--- config.mk ---
export PLATFORM = sky130hd
export DESIGN_NAME = shift_register_piso
export DESIGN_NICKNAME = d
export VERILOG_FILES = /design/src/rtl/shift_register_pkg.sv /design/src/rtl/shift_register_tick.sv /design/src/rtl/shift_register_piso.sv
export SDC_FILE = /design/constraint.sdc
export NUM_CORES = 1
export LEC_CHECK = 0
export ABC_AREA = 1
export BUFFER_PORTS_ARGS = -buffer_cell sky130_fd_sc_hd__buf_4
export CORE_AREA = 5 5 42 44
export CTS_CLUSTER_DIAMETER = 200
export DETAILED_ROUTE_END_ITERATION = 8
export DIE_AREA = 0 0 47 49
export PLACE_DENSITY_LB_ADDON = 0.3
export SLEW_MARGIN = 20
export SYNTH_ARGS = -nofsm -noshare
export SYNTH_HDL_FRONTEND = slang
export SYNTH_SLANG_ARGS = --single-unit
--- constraint.sdc ---
create_clock -name clk_i -period 1.3 [get_ports clk_i]
set_input_delay 0.195 -clock clk_i [delete_from_list [all_inputs] [get_ports clk_i]]
set_output_delay 0.195 -clock clk_i [all_outputs]
set_load 0.1 [all_outputs]
--- src/rtl/shift_register_pkg.sv ---
// shift_register_pkg
// Shared definitions for the shift_register_* family (PISO, SIPO, tick).
//   state_e   : two-state control FSM encoding (IDLE, SHIFT)
//   cnt_width : counter width for a count of n values, never below 1 bit
package shift_register_pkg;

  typedef enum logic {
    IDLE  = 1'b0,
    SHIFT = 1'b1
  } state_e;

  // $clog2(1) is 0, which cannot size a vector; clamp to one bit.
  function automatic int unsigned cnt_width(input int unsigned n);
    return (n > 1) ? $clog2(n) : 1;
  endfunction

endpackage

--- src/rtl/shift_register_tick.sv ---
// shift_register_tick
// Bit-period divider: emits a one-cycle tick every CLKS_PER_BIT enabled
// cycles. With CLKS_PER_BIT=1 the counter is pinned at 0 and tick == enable.
// Ports:
//   clk_i   in  system clock
//   rst_ni  in  asynchronous active-low reset
//   clear_i in  restart the period (takes priority over enable)
//   en_i    in  count this cycle
//   tick_o  out enabled cycle in which the counter sits at CLKS_PER_BIT-1
import shift_register_pkg::*;

module shift_register_tick #(
  parameter int unsigned CLKS_PER_BIT = 1
) (
  input  logic clk_i,
  input  logic rst_ni,
  input  logic clear_i,
  input  logic en_i,
  output logic tick_o
);

  localparam int unsigned   CW   = cnt_width(CLKS_PER_BIT);
  localparam logic [CW-1:0] LAST = CW'(CLKS_PER_BIT - 1);

  logic [CW-1:0] r_cnt;
  logic          w_at_last;

  assign w_at_last = (r_cnt == LAST);

  always_ff @(posedge clk_i or negedge rst_ni) begin
    if (!rst_ni) begin
      r_cnt <= '0;
    end else if (clear_i) begin
      r_cnt <= '0;
    end else if (en_i) begin
      r_cnt <= w_at_last ? '0 : r_cnt + 1'b1;
    end
  end

  assign tick_o = en_i & w_at_last;

endmodule

--- src/rtl/shift_register_piso.sv ---
// shift_register_piso
// Parallel-in serial-out shift register with a valid/ready input handshake.
// An accepted WIDTH-bit word is emitted MSB-first on bit_o, one bit per
// CLKS_PER_BIT cycles, with advance_o strobing the cycle the downstream
// stage (shift_register_sipo) should sample bit_o.
// Optional feature: define SHIFT_REGISTER_PISO_BACK_TO_BACK_EN to allow a new
// word to be accepted in the done_o cycle, removing the one-cycle IDLE gap.
// Ports:
//   clk_i     in  system clock
//   rst_ni    in  asynchronous active-low reset
//   data_i    in  [WIDTH] word to serialize, sampled on accept
//   valid_i   in  data_i is valid
//   ready_o   out block can accept a word this cycle
//   bit_o     out current serial bit, MSB first (0 when idle)
//   advance_o out one-cycle strobe: downstream samples bit_o
//   busy_o    out a word is being shifted out
//   done_o    out one-cycle pulse on the final advance of a word
import shift_register_pkg::*;

module shift_register_piso #(
  parameter int unsigned WIDTH        = 8,
  parameter int unsigned CLKS_PER_BIT = 1
) (
  input  logic             clk_i,
  input  logic             rst_ni,
  input  logic [WIDTH-1:0] data_i,
  input  logic             valid_i,
  output logic             ready_o,
  output logic             bit_o,
  output logic             advance_o,
  output logic             busy_o,
  output logic             done_o
);

`ifdef SHIFT_REGISTER_PISO_BACK_TO_BACK_EN
  localparam bit BACK_TO_BACK = 1'b1;
`else
  localparam bit BACK_TO_BACK = 1'b0;
`endif

  localparam int unsigned   BW       = cnt_width(WIDTH);
  localparam logic [BW-1:0] LAST_BIT = BW'(WIDTH - 1);

  state_e           r_state;
  state_e           w_state_nxt;
  logic [WIDTH-1:0] r_shreg;
  logic [BW-1:0]    r_bitcnt;

  logic w_busy;
  logic w_tick;
  logic w_last;
  logic w_ready;
  logic w_accept;

  assign w_busy = (r_state == SHIFT);
  assign w_last = w_tick && (r_bitcnt == LAST_BIT);

  // ready depends only on registered state (w_last is decoded from the
  // state and counters), so valid_i never reaches an output combinationally.
  assign w_ready  = !w_busy || (BACK_TO_BACK && w_last);
  assign w_accept = valid_i && w_ready;

  shift_register_tick #(
    .CLKS_PER_BIT(CLKS_PER_BIT)
  ) u_tick (
    .clk_i  (clk_i),
    .rst_ni (rst_ni),
    .clear_i(w_accept),
    .en_i   (w_busy),
    .tick_o (w_tick)
  );

  always_ff @(posedge clk_i or negedge rst_ni) begin
    if (!rst_ni) begin
      r_state <= IDLE;
    end else begin
      r_state <= w_state_nxt;
    end
  end

  always_comb begin
    w_state_nxt = r_state;
    case (r_state)
      IDLE:  if (w_accept) w_state_nxt = SHIFT;
      SHIFT: if (w_last)   w_state_nxt = w_accept ? SHIFT : IDLE;
    endcase
  end

  // An accept in the final advance cycle (back-to-back) wins over the shift,
  // so the new word's MSB is on bit_o the very next cycle.
  always_ff @(posedge clk_i or negedge rst_ni) begin
    if (!rst_ni) begin
      r_shreg  <= '0;
      r_bitcnt <= '0;
    end else if (w_accept) begin
      r_shreg  <= data_i;
      r_bitcnt <= '0;
    end else if (w_tick) begin
      r_shreg  <= {r_shreg[WIDTH-2:0], 1'b0};
      r_bitcnt <= w_last ? '0 : r_bitcnt + 1'b1;
    end
  end

  assign ready_o   = w_ready;
  assign busy_o    = w_busy;
  assign bit_o     = w_busy & r_shreg[WIDTH-1];
  assign advance_o = w_tick;
  assign done_o    = w_last;

endmodule

# ---- Word-level counts from Yosys, hierarchy flattened
# Index checks and enable logic that the tools add are counted.
dict set report classes {
  mux 11
  reduce_logical 5
  addsub 2
  eq_ne 1
  n_bitwise 4
}
# op n
set ops {}
lappend ops {{$mux W8} 2}
lappend ops {{$mux W3} 3}
lappend ops {{$mux W1} 5}
lappend ops {{$reduce_bool A2 Y1} 2}
lappend ops {{$add A3 B1 Y3 const B} 1}
lappend ops {{$eq A3 B3 Y1 const B} 1}
lappend ops {{$and A1 B1 Y1} 2}
lappend ops {{$logic_and A1 B1 Y1} 2}
lappend ops {{$not A1 Y1} 2}
lappend ops {{$pmux W1 S2} 1}
lappend ops {{$add A1 B1 Y1 const B} 1}
lappend ops {{$logic_not A1 Y1} 1}
dict set report word_totals {
  wordCells 27
  inputBits 11
  out_inout_bits 5
  register_bits 13
}

# ---- Logic depth before layout (Yosys ltp)
# Gate-level depths: netlist of the first run.
dict set report depth {
  ltp_word 6
  ltp_mapped 5
}

# ---- By module
# A second synthesis of the first run with hierarchy kept.
dict set report unflattened {
  cells_unflattened 90
  area_unflattened_um2 698.2
}
# module area_per_inst_um2 cells_each n_inst
set modules_own_cells {}
lappend modules_own_cells {shift_register_piso 690.7 89 1}
lappend modules_own_cells {shift_register_tick 7.5 1 1}

# ---- Least setup slack after synthesis of the first run
# No wires, ideal clock.
dict set report synth_timing {
  path_type {flip-flop to output port}
  startpoint {reg r_state (netlist: busy_o)}
  endpoint {out bit_o}
  path_slack_ns -0.802
  t_arrival_ns 1.907
  t_required_ns 1.105
  path_stages_with_launch 4
  path_cell_list {dfrtp_1 -> buf_6 -> nand2_1 -> inv_1}
}
dict set report synth_via {
  elab_chain_len 1
}
# item line
set synth_rtl {}
lappend synth_rtl {{start, declared} shift_register_piso.sv:44} ;# state_e r_state;
lappend synth_rtl {{start signal, assigned} shift_register_piso.sv:77} ;# r_state <= w_state_nxt;
lappend synth_rtl {{$and A1 B1 Y1} shift_register_piso.sv:106} ;# assign bit_o = w_busy & r_shreg[WIDTH-1];
lappend synth_rtl {{end, declared} shift_register_piso.sv:29} ;# output logic bit_o,
# No other way between the ends.

# ---- Worst setup path in the final report of the first run
dict set report layout_timing {
  startpoint {reg r_bitcnt[1]}
  endpoint {out done_o}
}
dict set report layout_via {
  elab_chain_len 2
}
# item line
set layout_rtl {}
lappend layout_rtl {{start, declared} shift_register_piso.sv:47} ;# logic [BW-1:0] r_bitcnt;
lappend layout_rtl {{start signal, assigned} shift_register_piso.sv:100} ;# r_bitcnt <= w_last ? '0 : r_bitcnt + 1'b1;
lappend layout_rtl {{$eq A3 B3 Y1} shift_register_piso.sv:56} ;# assign w_last = w_tick && (r_bitcnt == LAST_BIT);
lappend layout_rtl {{$logic_and A1 B1 Y1} shift_register_piso.sv:56}
lappend layout_rtl {{end, declared} shift_register_piso.sv:32} ;# output logic done_o
# No other way between the ends.

==> metrics.txt, run 1 <==
# TYPE chip_impl_metric gauge
chip_impl_info{name="status",value="finished with violations"} 1
chip_impl_info{name="violations",value="setup timing"} 1
chip_impl_metric{name="setup_violations_final",unit=""} 3
chip_impl_metric{name="h-tree-depth",unit=""} 1
chip_impl_metric{name="initial_core_util",unit=""} 0.407
chip_impl_metric{name="first_global_vias",unit=""} 498
chip_impl_metric{name="antenna_violating_nets_remaining",unit=""} 0
chip_impl_info{name="yosysTopAreaCell",value="dfrtp_1"} 1
chip_impl_metric{name="fin_util",unit=""} 0.601
chip_impl_metric{name="synth.ff_latch_count",unit=""} 12
chip_impl_metric{name="cell_internal_pwr",unit="uW"} 1150
chip_impl_info{name="setup.worst_path.end_class",value="primary output"} 1
chip_impl_metric{name="slew_viol_final",unit=""} 0
chip_impl_metric{name="place_congestion",unit=""} 0.709
chip_impl_metric{name="grt_max_degree",unit=""} 13
chip_impl_info{name="worst_setup_path_start_kind",value="flip-flop"} 1
chip_impl_metric{name="route.final.wire_length",unit="microns"} 1210
chip_impl_metric{name="avgRoutedWirePerCell",unit="microns"} 11.3
chip_impl_metric{name="yosysWarningCount",unit=""} 0
chip_impl_metric{name="rel_slew_slack",unit=""} 0.810
chip_impl_metric{name="synth_seq_area_share",unit=""} 0.526
chip_impl_metric{name="ctsLongestPathBuffers",unit=""} 2
chip_impl_metric{name="drive_gt1_frac",unit=""} 0.407
chip_impl_metric{name="dp_hpwl",unit="microns"} 812
chip_impl_metric{name="worst_ep_required_time",unit="ns"} 1.11
chip_impl_metric{name="routed-via-count",unit=""} 516
chip_impl_metric{name="detail_route.drc_violations",unit=""} 0
chip_impl_info{name="cts.root.buffer_cell",value="clkbuf_4"} 1
chip_impl_metric{name="port_buffers",unit=""} 15
chip_impl_metric{name="power_switching",unit="uW"} 1110
chip_impl_info{name="netlist_top_cells_area",value="dfrtp_1 (53%), nand2_1 (15%), nand3_1 (13%)"} 1
chip_impl_metric{name="grt_antenna_before_repair",unit=""} 0
chip_impl_metric{name="time_the_worst_path_needs_with_i_o_delays_and_setup",unit="ns"} 1.54
chip_impl_metric{name="die-area",unit="sq um"} 2300
chip_impl_metric{name="worst_path_largest_cell_delay",unit="ns"} 0.39
chip_impl_metric{name="avgViaCountPerCell",unit=""} 4.82
chip_impl_metric{name="share_of_the_cycle_needed_by_the_critical_path_after_routing",unit=""} 1.19
chip_impl_metric{name="netlist.area_leader.share",unit=""} 0.526
chip_impl_metric{name="insertion_delay",unit="ns"} 0.27
chip_impl_metric{name="final_nets",unit=""} 105
chip_impl_metric{name="core_area",unit="sq um"} 1400
chip_impl_metric{name="final.fill_count",unit=""} 133
chip_impl_metric{name="layout.area.seq",unit="sq um"} 304
chip_impl_metric{name="placement_setup_slack",unit="ns"} -0.00154
chip_impl_metric{name="maximum_capacitance_violations",unit=""} 0
chip_impl_metric{name="finalWorstSetupSlack",unit="ns"} -0.245
chip_impl_metric{name="final_hold_vio_count",unit=""} 0
chip_impl_metric{name="worst-slew-pin-transition",unit="ns"} 0.284
chip_impl_metric{name="die_width",unit="microns"} 47
chip_impl_metric{name="max-vdd-ir-drop",unit="mV"} 1.12
chip_impl_metric{name="postSynthCellCount",unit=""} 66
chip_impl_metric{name="postSynthNetCount",unit=""} 79
chip_impl_metric{name="critical_path_peak_fanout",unit=""} 2
chip_impl_metric{name="power.switching_fraction",unit=""} 0.491
chip_impl_metric{name="power.clock.fraction",unit=""} 0.105
chip_impl_metric{name="power.leakage",unit="uW"} 0.000414
chip_impl_metric{name="clk_transition_reported_paths",unit="ns"} 0.07
chip_impl_metric{name="synth.cell_area",unit="sq um"} 571
chip_impl_metric{name="total_global_routing_overflow",unit=""} 0
chip_impl_metric{name="grt_pass1_wl",unit="microns"} 2210
chip_impl_metric{name="die_height",unit="microns"} 49
chip_impl_info{name="holdCritPathClass",value="in -> reg"} 1
chip_impl_metric{name="total_power",unit="uW"} 2260
chip_impl_metric{name="area_used_by_multi_input_combinational_logic",unit="sq um"} 254
chip_impl_info{name="crit_path_top_delay_cell",value="dfrtp_1"} 1
chip_impl_metric{name="areaGrowthSynthToFinish",unit="%"} 47.6
chip_impl_metric{name="avgSynthCellArea",unit="sq um"} 8.64
chip_impl_metric{name="grt.total_usage",unit=""} 0.130
chip_impl_info{name="worstPathCellList",value="ha_2 > ha_4 > nand2_4 > clkinvlp_4 > buf_12"} 1
chip_impl_metric{name="dr.first_iter.drc_count",unit=""} 11
chip_impl_metric{name="max_freq",unit="MHz"} 647
chip_impl_metric{name="top_level_ports",unit=""} 16
chip_impl_info{name="cts_tree",value="built"} 1
chip_impl_metric{name="crit_buf_inv",unit=""} 2
chip_impl_metric{name="netlist-cell-type-count",unit=""} 11
chip_impl_metric{name="rows",unit=""} 14
chip_impl_metric{name="drt_pre_antenna_iters",unit=""} 4
chip_impl_metric{name="tritoncts_num_sinks",unit=""} 12
chip_impl_metric{name="numCtsBuffers",unit=""} 3
chip_impl_metric{name="power-per-cell-area",unit="nW/um^2"} 2680
chip_impl_metric{name="clock-skew-final",unit="ns"} 0.00757
chip_impl_info{name="unrepaired_setup_endpoints_after_global_routing",value="true"} 1
chip_impl_metric{name="worst-endpoint-arrival",unit="ns"} 1.35
chip_impl_info{name="critical-path-top-delay-family",value="flip-flops"} 1
chip_impl_metric{name="diodes",unit=""} 0
chip_impl_info{name="setup.worst_path.class",value="reg -> out"} 1
chip_impl_metric{name="finalSetupTns",unit="ns"} -0.301
chip_impl_metric{name="power.share.combinational",unit=""} 0.602
chip_impl_metric{name="power_frac_seq",unit=""} 0.293
## cell usage in the layout, fill, tap and decap left out, types with 2 or more instances in the layout
| master | n |
|---|---|
| nand2_1 | 21 |
| buf_4 | 21 |
| nand3_1 | 15 |
| dfrtp_1 | 11 |
| nor2_1 | 4 |
| clkbuf_4 | 3 |
| nand2_4 | 2 |
| clkinvlp_4 | 2 |
| buf_12 | 2 |
## through the flow
step	cell area (sq um)	hold WS, ns	instances
floorplan	607	-0.101	66
detailed placement	724	0.0431	96
global route	842	0.155	107
global placement	724	0.0435	96
finish	842	0.160	107
CTS	825	0.155	105
## power by group through the flow
stage / Clock (uW) / Sequential (uW) / Combinational, uW
final: 238 / 661 / 1360
after global routing: 267 / 681 / 1480
after CTS: 252 / 658 / 1330
after detailed placement: 0 / 686 / 1140
after global placement: 0 / 680 / 1120
after floorplan: 0 / 756 / 834
## synth_stat cells
cell	count
nand2_1	23
nand3_1	15
dfrtp_1	12
nor2_1	5
buf_4	2
buf_6	2
ha_1	2
inv_1	2
inv_2	1
nor2_4	1
o21ai_0	1
## worst paths after layout
kind / start / to / slack (ns) / cells after the start
hold reg to reg: r_shreg[0] / r_shreg[0] / 0.48 / 2
setup / recovery: r_bitcnt[1] / done_o / -0.24 / 5
hold / removal: data_i[0] / r_shreg[0] / 0.16 / 3
max in group asynchronous: rst_ni / busy_o / 0.83 / 2
setup reg to reg: r_bitcnt[1] / busy_o / -0.02 / 7
min in group asynchronous: rst_ni / r_shreg[2] / 0.30 / 2
## worst register-to-register path: cells and delay by family, from the launching register on
family	cells	cell delay [ns]
buf+inv	3	0.36
flops	1	0.39
fa+ha+maj	2	0.36
simple gates	2	0.15
## registers in the layout, summed over array words and instances, names as in the netlist
signal and cells:
busy_o 1, r_bitcnt 3, r_shreg 8
## kinds of logic (layout without fill, tap and decap cells)
group,Yosys count,after routing,share of synthesized area
adders and majority gates,2,2,0.0439
DFF,12,12,0.526
buffers and inverters,7,32,0.0855
AOI/OAI and AO/OA,1,1,0.00876
and+or+nand+nor,44,44,0.336
## routing by layer
layer | part of all wire | wire, microns | global-route usage | vias to the layer above
li1 | - | - | - | 260
met2 | 0.46 | 556 | 0.176 | 12
met4 | 0.010 | 12 | 0.0691 | 0
met3 | 0.072 | 87 | 0.0369 | 2
met1 | 0.46 | 549 | 0.182 | 242
met5 | 0 | 0 | 0 | -
## layout make-up
class / count / share of cell area
Inverter: 3 / 0.0223
Sequential cell: 12 / 0.361
Timing Repair Buffer: 25 / 0.260
Clock buffer: 4 / 0.0312
Tap cell: 16 / 0.0238
Multi-Input combinational cell: 47 / 0.302
## timing repair
item                                    CTS  global route
setup buffers                             4             2
hold endpoints to repair                 12             0
hold buffers                              1             0
pin swaps                                 2             3
endpoints found under the setup margin    5             7
resized for setup                         8             1
Note: power is estimated with default switching activity, not from simulation.
==> run 2: changes to the inputs <==
CTS_BUF_LIST = sky130_fd_sc_hd__clkbuf_4   (was default)
==> run 2 against run 1 <==
Effect of this change: the flow still finishes with violations (setup timing); clock power up 8.8%; core utilization up 0.27 points; clock skew increased by 0.00058 ns; global-route usage decreased by 0.071 points; register-to-register slack about the same; hold slack barely moved; sequential power about the same; critical path depth stayed put; non-clock buffer count is the same; total power up 0.94%; critical endpoint unchanged; largest power group unchanged; highest routed layer unchanged.
==> metrics.txt, run 2 (same netlist as run 1, synthesis figures left out) <==
# TYPE chip_impl_metric gauge
chip_impl_metric{name="grt_max_degree",unit=""} 13
chip_impl_metric{name="power.leakage",unit="uW"} 0.000418
chip_impl_metric{name="groute.layer.met2.usage",unit=""} 0.176
chip_impl_metric{name="detail_route.drc_violations",unit=""} 0
chip_impl_metric{name="reg2reg_depth",unit=""} 7
chip_impl_metric{name="die_height",unit="microns"} 49
chip_impl_metric{name="h-tree-depth",unit=""} 1
chip_impl_metric{name="final_hold_vio_count",unit=""} 0
chip_impl_info{name="cts.root.buffer_cell",value="clkbuf_4"} 1
chip_impl_info{name="setup.worst_path.end_class",value="primary output"} 1
chip_impl_metric{name="final_nets",unit=""} 105
chip_impl_info{name="unrepaired_setup_endpoints_after_global_routing",value="true"} 1
chip_impl_metric{name="fin_util",unit=""} 0.604
chip_impl_metric{name="areaGrowthSynthToFinish",unit="%"} 48.2
chip_impl_info{name="cp-endpoint",value="done_o"} 1
chip_impl_metric{name="finalWorstSetupSlack",unit="ns"} -0.244
chip_impl_metric{name="avgViaCountPerCell",unit=""} 4.84
chip_impl_metric{name="place_congestion",unit=""} 0.709
chip_impl_metric{name="drt_pre_antenna_iters",unit=""} 4
chip_impl_metric{name="rows",unit=""} 14
chip_impl_metric{name="route.final.wire_length",unit="microns"} 1210
chip_impl_metric{name="dr.first_iter.drc_count",unit=""} 11
chip_impl_info{name="setup.worst_path.class",value="reg -> out"} 1
chip_impl_metric{name="diodes",unit=""} 0
chip_impl_metric{name="critical_path_peak_fanout",unit=""} 2
chip_impl_metric{name="numCtsBuffers",unit=""} 3
chip_impl_info{name="largest_register_by_flop_count",value="r_shreg"} 1
chip_impl_metric{name="ctsLongestPathBuffers",unit=""} 2
chip_impl_metric{name="worst-slew-pin-transition",unit="ns"} 0.285
chip_impl_metric{name="largest_reg_flops",unit=""} 8
chip_impl_metric{name="first_global_vias",unit=""} 498
chip_impl_metric{name="grt_antenna_before_repair",unit=""} 0
chip_impl_metric{name="clk_transition_reported_paths",unit="ns"} 0.07
chip_impl_metric{name="layoutNonFillerInstCount",unit=""} 107
chip_impl_metric{name="share_of_the_cycle_needed_by_the_critical_path_after_routing",unit=""} 1.19
chip_impl_metric{name="worst_ep_required_time",unit="ns"} 1.11
chip_impl_info{name="top_library_cells_by_usage_in_the_layout_fill_and_taps_aside",value="nand2_1 (21), buf_4 (21), nand3_1 (15), dfrtp_1 (11)"} 1
chip_impl_metric{name="total_power",unit="uW"} 2280
chip_impl_metric{name="worst-endpoint-arrival",unit="ns"} 1.35
chip_impl_metric{name="dp_hpwl",unit="microns"} 812
chip_impl_info{name="most_congested_layer_reported_by_global_routing",value="met1"} 1
chip_impl_info{name="cts_tree",value="built"} 1
chip_impl_metric{name="top_level_ports",unit=""} 16
chip_impl_metric{name="port_buffers",unit=""} 15
chip_impl_metric{name="drive_gt1_frac",unit=""} 0.418
chip_impl_metric{name="total_global_routing_overflow",unit=""} 0
chip_impl_metric{name="rel_slew_slack",unit=""} 0.810
chip_impl_metric{name="grt.total_usage",unit=""} 0.129
chip_impl_metric{name="met3_usage",unit=""} 0.0332
chip_impl_metric{name="r2r_setup_slack",unit="ns"} -0.02
chip_impl_metric{name="tritoncts_num_sinks",unit=""} 12
chip_impl_metric{name="grt_pass1_wl",unit="microns"} 2210
chip_impl_metric{name="initial_core_util",unit=""} 0.407
chip_impl_metric{name="clock-skew-final",unit="ns"} 0.00816
chip_impl_metric{name="core_area",unit="sq um"} 1400
chip_impl_metric{name="time_the_worst_path_needs_with_i_o_delays_and_setup",unit="ns"} 1.54
chip_impl_metric{name="power-per-cell-area",unit="nW/um^2"} 2690
chip_impl_info{name="critPathLaunch",value="r_bitcnt[1]"} 1
chip_impl_metric{name="setup_violations_final",unit=""} 3
chip_impl_metric{name="insertion_delay",unit="ns"} 0.27
chip_impl_metric{name="max-vdd-ir-drop",unit="mV"} 1.18
chip_impl_metric{name="die-area",unit="sq um"} 2300
chip_impl_metric{name="die_width",unit="microns"} 47
chip_impl_metric{name="slew_viol_final",unit=""} 0
chip_impl_metric{name="avgRoutedWirePerCell",unit="microns"} 11.3
chip_impl_info{name="critical_path.reg2reg.startpoint",value="r_bitcnt[1]"} 1
chip_impl_metric{name="antenna_violating_nets_remaining",unit=""} 0
chip_impl_info{name="violations",value="setup timing"} 1
chip_impl_metric{name="met1_usage",unit=""} 0.182
chip_impl_info{name="worst_setup_path_start_kind",value="flip-flop"} 1
chip_impl_info{name="status",value="finished with violations"} 1
chip_impl_info{name="holdCritPathClass",value="in -> reg"} 1
chip_impl_info{name="critical_path.reg2reg.endpoint",value="busy_o"} 1
chip_impl_metric{name="maximum_capacitance_violations",unit=""} 0
chip_impl_metric{name="routed-via-count",unit=""} 518
chip_impl_metric{name="numPlacedInstances",unit=""} 96
chip_impl_metric{name="max_freq",unit="MHz"} 647
chip_impl_metric{name="worst_hold_slack",unit="ns"} 0.160
## run 2: through the flow
stage	setup WS, ns	TNS, ns	instance area, sq um
after floorplan	-0.182	-1.13	607
after global placement	0.0217	0	724
after detailed placement	-0.00154	-0.00154	724
after CTS	-0.247	-0.300	828
after global routing	-0.288	-0.491	846
final	-0.244	-0.301	846
## run 2: worst min-delay path by stage
stage	startpoint	to	slack, ns	cells past startpoint
after detailed placement	rst_ni	r_bitcnt[2]	0.04	1
final	data_i[0]	r_shreg[0]	0.16	3
after global placement	rst_ni	r_bitcnt[1]	0.04	1
after CTS	data_i[0]	r_shreg[0]	0.15	3
after floorplan	rst_ni	r_bitcnt[0]	-0.10	0
after global routing	data_i[0]	r_shreg[0]	0.15	3
## run 2: what timing repair did
action	in CTS	in global routing
hold buffers	1	0
endpoints found under the hold margin	12	0
gates resized for setup	8	1
buffers inserted	4	2
endpoints found under the setup margin	5	7
pin swaps	2	3
## run 2: cell type report
type,instances,area [sq um]
repair buffers,25,219
multi-input cells,47,254
inverters,3,18.8
fillers,131,556
clock buffers,4,30.0
well taps,16,20.0
flip-flops and latches,12,304
## run 2: worst max-delay path, stage by stage, from the launching register on
cell        delay [ns]
dfrtp_1           0.39
ha_2              0.20
ha_4              0.16
nand2_4           0.06
clkinvlp_4        0.10
buf_12            0.17
## run 2: routing by layer
layer	part of all wire	up-vias
met5	0	-
met4	0.0099	0
met3	0.073	2
met2	0.46	14
met1	0.45	242
li1	-	260
## run 2: power breakdown
| part | internal (uW) | switching, uW |
|---|---|---|
| clock network | 140 | 120 |
| logic | 499 | 859 |
| registers | 532 | 129 |
